<file path="config.mk">
export PLATFORM = sky130hd
export DESIGN_NAME = fifo_rd_streamer
export DESIGN_NICKNAME = d
export VERILOG_FILES = /design/src/rtl/fifo_rd_streamer.sv
export SDC_FILE = /design/constraint.sdc
export NUM_CORES = 1
export LEC_CHECK = 0
export BUFFER_PORTS_ARGS = -buffer_cell sky130_fd_sc_hd__buf_2
export CAP_MARGIN = 0
export CORE_UTILIZATION = 57
export CTS_CLUSTER_SIZE = 24
export DETAILED_ROUTE_END_ITERATION = 8
export GPL_ROUTABILITY_DRIVEN = 0
export PLACE_DENSITY_LB_ADDON = 0.1
export SYNTH_ARGS = -nofsm -noshare
export SYNTH_HDL_FRONTEND = slang
export SYNTH_SLANG_ARGS = --single-unit
</file>
<file path="constraint.sdc">
create_clock -name clk -period 7 [get_ports clk]
set_clock_uncertainty 0.05 [all_clocks]
set_input_delay 1.4 -clock clk [delete_from_list [all_inputs] [get_ports clk]]
set_output_delay 1.4 -clock clk [all_outputs]
set_load 0.05 [all_outputs]
</file>
<file path="src/rtl/fifo_rd_streamer.sv">
// rtl/fifo_rd_streamer.sv - FIFO read-port drainer with skid buffer onto a valid/ready stream
// Optional packet framing (m_last) enabled by defining STREAM_LAST_EN.
module fifo_rd_streamer #(
  parameter int FIFO_WIDTH = 16,
  parameter int SKID_DEPTH = 2,
  parameter int PKT_LEN    = 4
) (
  input  logic                  clk,
  input  logic                  rst,
  input  logic                  fifo_empty,
  input  logic                  fifo_underflow,
  input  logic [FIFO_WIDTH-1:0] fifo_data_out,
  output logic                  fifo_rd_en,
  output logic [FIFO_WIDTH-1:0] m_data,
  output logic                  m_valid,
  input  logic                  m_ready,
`ifdef STREAM_LAST_EN
  output logic                  m_last,
`endif
  output logic [15:0]           word_cnt,
  output logic                  err_underflow
);

  localparam int PW = $clog2(SKID_DEPTH);
  localparam int OW = $clog2(SKID_DEPTH + 1);
  localparam int FW = OW + 1;

  if (SKID_DEPTH < 2 || SKID_DEPTH > 4 || PKT_LEN < 1) begin : g_bad_params
    $error("fifo_rd_streamer: SKID_DEPTH must be 2..4 and PKT_LEN >= 1");
  end

  logic [FIFO_WIDTH-1:0] skid [SKID_DEPTH];
  logic [PW-1:0]         rd_ptr;
  logic [PW-1:0]         wr_ptr;
  logic [OW-1:0]         occ;
  logic                  inflight;
  logic                  pop;
  logic [FW-1:0]         fill;

  function automatic logic [PW-1:0] ptr_inc(input logic [PW-1:0] p);
    return (p == PW'(SKID_DEPTH - 1)) ? '0 : p + 1'b1;
  endfunction

  assign m_valid = (occ != '0);
  assign pop     = m_valid && m_ready;
  assign m_data  = skid[rd_ptr];

  // Occupancy after this cycle, counting the word already in flight from the FIFO.
  // pop implies occ != 0, so this never goes negative.
  assign fill       = {1'b0, occ} + FW'(inflight) - FW'(pop);
  assign fifo_rd_en = !rst && !fifo_empty && (fill < FW'(SKID_DEPTH));

  always_ff @(posedge clk) begin
    if (rst) begin
      occ           <= '0;
      inflight      <= 1'b0;
      rd_ptr        <= '0;
      wr_ptr        <= '0;
      word_cnt      <= '0;
      err_underflow <= 1'b0;
      for (int i = 0; i < SKID_DEPTH; i++) skid[i] <= '0;
    end else begin
      inflight <= fifo_rd_en && !fifo_empty;
      occ      <= fill[OW-1:0];
      if (inflight) begin
        skid[wr_ptr] <= fifo_data_out;
        wr_ptr       <= ptr_inc(wr_ptr);
      end
      if (pop) begin
        rd_ptr   <= ptr_inc(rd_ptr);
        word_cnt <= word_cnt + 16'd1;
      end
      // The stale word is still captured; the flag points at a FIFO flag bug.
      if (inflight && fifo_underflow) err_underflow <= 1'b1;
    end
  end

`ifdef STREAM_LAST_EN
  localparam int CW = (PKT_LEN > 1) ? $clog2(PKT_LEN) : 1;
  logic [CW-1:0] pkt_cnt;

  always_ff @(posedge clk) begin
    if (rst) begin
      pkt_cnt <= '0;
    end else if (pop) begin
      pkt_cnt <= (pkt_cnt == CW'(PKT_LEN - 1)) ? '0 : pkt_cnt + 1'b1;
    end
  end

  assign m_last = m_valid && (pkt_cnt == CW'(PKT_LEN - 1));
`endif

endmodule
</file>
==> flow_summary.ini <==
[clocking]
post_cts_resized = 0
clock-sinks = 55
insertion_delay_ns = 0.31
htree_levels = 2
cts_root_buffer = clkbuf_8
cts_tree = yes
clk_pin_slew_ns = 0.09
ctsHoldBuffers = 0
numCtsBuffers = 5
cts_setup_buffers = 0
clk_path_buf_depth = 2

[setup_path]
critPathKind = in2out
arrival_ns = 3.20
critPathLaunchType = input pin
required_ns = 5.55
crit_fanout = 5
end_kind = output pin

[sta]
timing.final.crit_share = 0.6649
setup_tns_ns = 0
rsz0062_at_grt = no
setup_viol = 0
tightest_slew_ns = 0.7503
hold_viol = 0
finalMaxSlewViolations = 0
slew_headroom = 0.4976
fmax_mhz = 214.8
finalCriticalPeriod_ns = 4.655

[power_and_ir_drop]
p_seq_frac = 0.455
p_per_area_nw_per_um2 = 332.7
pwr-share-comb = 0.363
internal-power_mw = 0.5724
p_sw_mw = 0.3659
clkPwrFrac = 0.182
vdd_ir_drop_max_v = 0.0002978
power.leakage_nw = 1.167
switching_share = 0.3900

[layout]
syn2layout_area_growth_pct = 16.97
post-route-util = 0.7000
final_common_cell = buf_2
final_cell_mix = 55 x buf_2, 32 x and2_1, 32 x edfxtp_1
antenna_cells = 0
nets = 281
drive_gt1_frac = 0.3424

[global_route]
grt_max_degree = 30
antenna_found_initial = 0
grt-ovfl-total = 0
grt_first_pass_wirelength_mm = 6.348
globalRouteTotalUtil = 0.1968
grt_pass1_vias = 1435

[floorplanning]
rows = 23
start_util = 0.5984
ios = 56
core-area_um2 = 4029
fp.dieH_um = 67.04
die_x_um = 67.04
dieArea_um2 = 4494

[logic_synthesis]
synth_area_per_cell_um2 = 12.00
ys_warn_count = 0
ys_ff_latch = 55
syn_area_um2 = 2411
synthCells = 201
synth_cell_type_count = 34
synth_nets = 226
seq_area_frac_synth = 0.5895

[route]
viasPerCell = 5.124
drtPass1Iterations = 4
wirelength_mm = 4.017
vias = 1573
drt_iter0_drc = 101
wl_per_cell_um = 13.08
route.detailed.drc = 0
antenna_left = 0

[place]
portBuffers = 55
hpwl_mm = 2.747

[worst_hold_path]
hold_path_class = reg2reg

[status]
status = completed

[flow_run]
drv_cap = 0
[metrics by stage]
step	hold WS, ns	power, mW	setup WS [ns]	cell area [um2]	instances
floorplan	0.4313	0.7104	1.436	2411	201
global placement	0.3938	0.7702	2.379	2731	299
detailed placement	0.4060	0.7763	2.345	2731	299
CTS	0.4280	0.9484	2.339	2820	307
global route	0.4853	0.9836	2.244	2820	307
finish	0.4254	0.9383	2.345	2820	307
[per-layer routing]
metal | track usage | part of all wire | up-vias
li1 | - | - | 804
met1 | 0.2317 | 0.44 | 726
met2 | 0.3363 | 0.50 | 35
met3 | 0.04623 | 0.040 | 8
met4 | 0.08777 | 0.021 | 0
met5 | 0 | 0 | -
[kinds of logic (layout without fill, tap and decap cells)]
kind of cell,Yosys count,count (layout),share of synthesized area
buffers and inverters,15,71,0.02491
AO/OA/AOI/OAI,12,12,0.03322
AND/OR/NAND/NOR,83,83,0.1941
flip-flops,55,55,0.5895
multiplexers,18,18,0.08355
adder cells (fa/ha/maj),4,4,0.02387
XOR/XNOR,14,14,0.05086
[state kept, by name, indices dropped and copies added, names as in the netlist, named ones only]
| signal | count |
|---|---|
| err_underflow | 1 |
| inflight | 1 |
| occ | 2 |
| rd_ptr | 1 |
| skid | 32 |
| word_cnt | 16 |
| wr_ptr | 1 |
[final cells by class]
class | count | area [um2]
Clock inverter | 3 | 20.02
Tap cell | 50 | 62.56
Clock buffer | 5 | 68.82
Inverter | 6 | 22.52
Timing Repair Buffer | 57 | 290.3
Sequential cell | 55 | 1421
Multi-Input combinational cell | 131 | 934.6
Fill cell | 315 | 1209
[path summary, 6_finish.rpt]
check / from / endpoint / slack [ns] / cells past startpoint
min: err_underflow / err_underflow / 0.43 / 2
min reg2reg: err_underflow / err_underflow / 0.43 / 2
max: m_ready / fifo_rd_en / 2.35 / 8
max reg2reg: occ[1] / inflight / 4.98 / 6
[critical path, cell delays in order]
cell and delay, ns:
buf_2 0.12, o21a_1 0.17, ha_1 0.30, inv_1 0.04, ha_1 0.18, fa_1 0.48, nor4_1 0.22, buf_2 0.30
[power groups by stage]
stage | combinational [mW] | clock, mW | sequential, mW
floorplan | 0.281 | 0 | 0.430
global placement | 0.337 | 0 | 0.433
detailed placement | 0.341 | 0 | 0.436
CTS | 0.343 | 0.176 | 0.429
global route | 0.363 | 0.185 | 0.436
finish | 0.340 | 0.171 | 0.427
[synth_stat cells]
cell / count / share of area
nand4_2: 1 / 0.0052
xnor2_1: 9 / 0.033
or2_4: 1 / 0.0036
nor3_1: 4 / 0.0083
edfxtp_1: 32 / 0.40
nand2_1: 6 / 0.0093
o2111ai_1: 1 / 0.0036
inv_1: 6 / 0.0093
xor2_1: 5 / 0.018
dfxtp_1: 23 / 0.19
mux2i_1: 1 / 0.0042
clkbuf_1: 8 / 0.012
and2_1: 32 / 0.083
o21bai_1: 1 / 0.0031
a21oi_1: 4 / 0.0083
o211ai_1: 1 / 0.0031
nor2b_1: 3 / 0.0078
nor3b_1: 1 / 0.0031
or2_2: 3 / 0.0078
or4_1: 1 / 0.0031
or3_1: 3 / 0.0078
nand4_1: 2 / 0.0052
o21ai_0: 2 / 0.0042
mux2_2: 17 / 0.079
o31ai_1: 1 / 0.0031
fa_1: 1 / 0.0083
o2111a_1: 1 / 0.0047
buf_4: 1 / 0.0031
o21a_1: 1 / 0.0031
ha_1: 3 / 0.016
nor4_1: 5 / 0.013
and4_2: 1 / 0.0042
nand3_1: 3 / 0.0062
nor2_1: 17 / 0.026
Power figures use the tool's default switching activity.
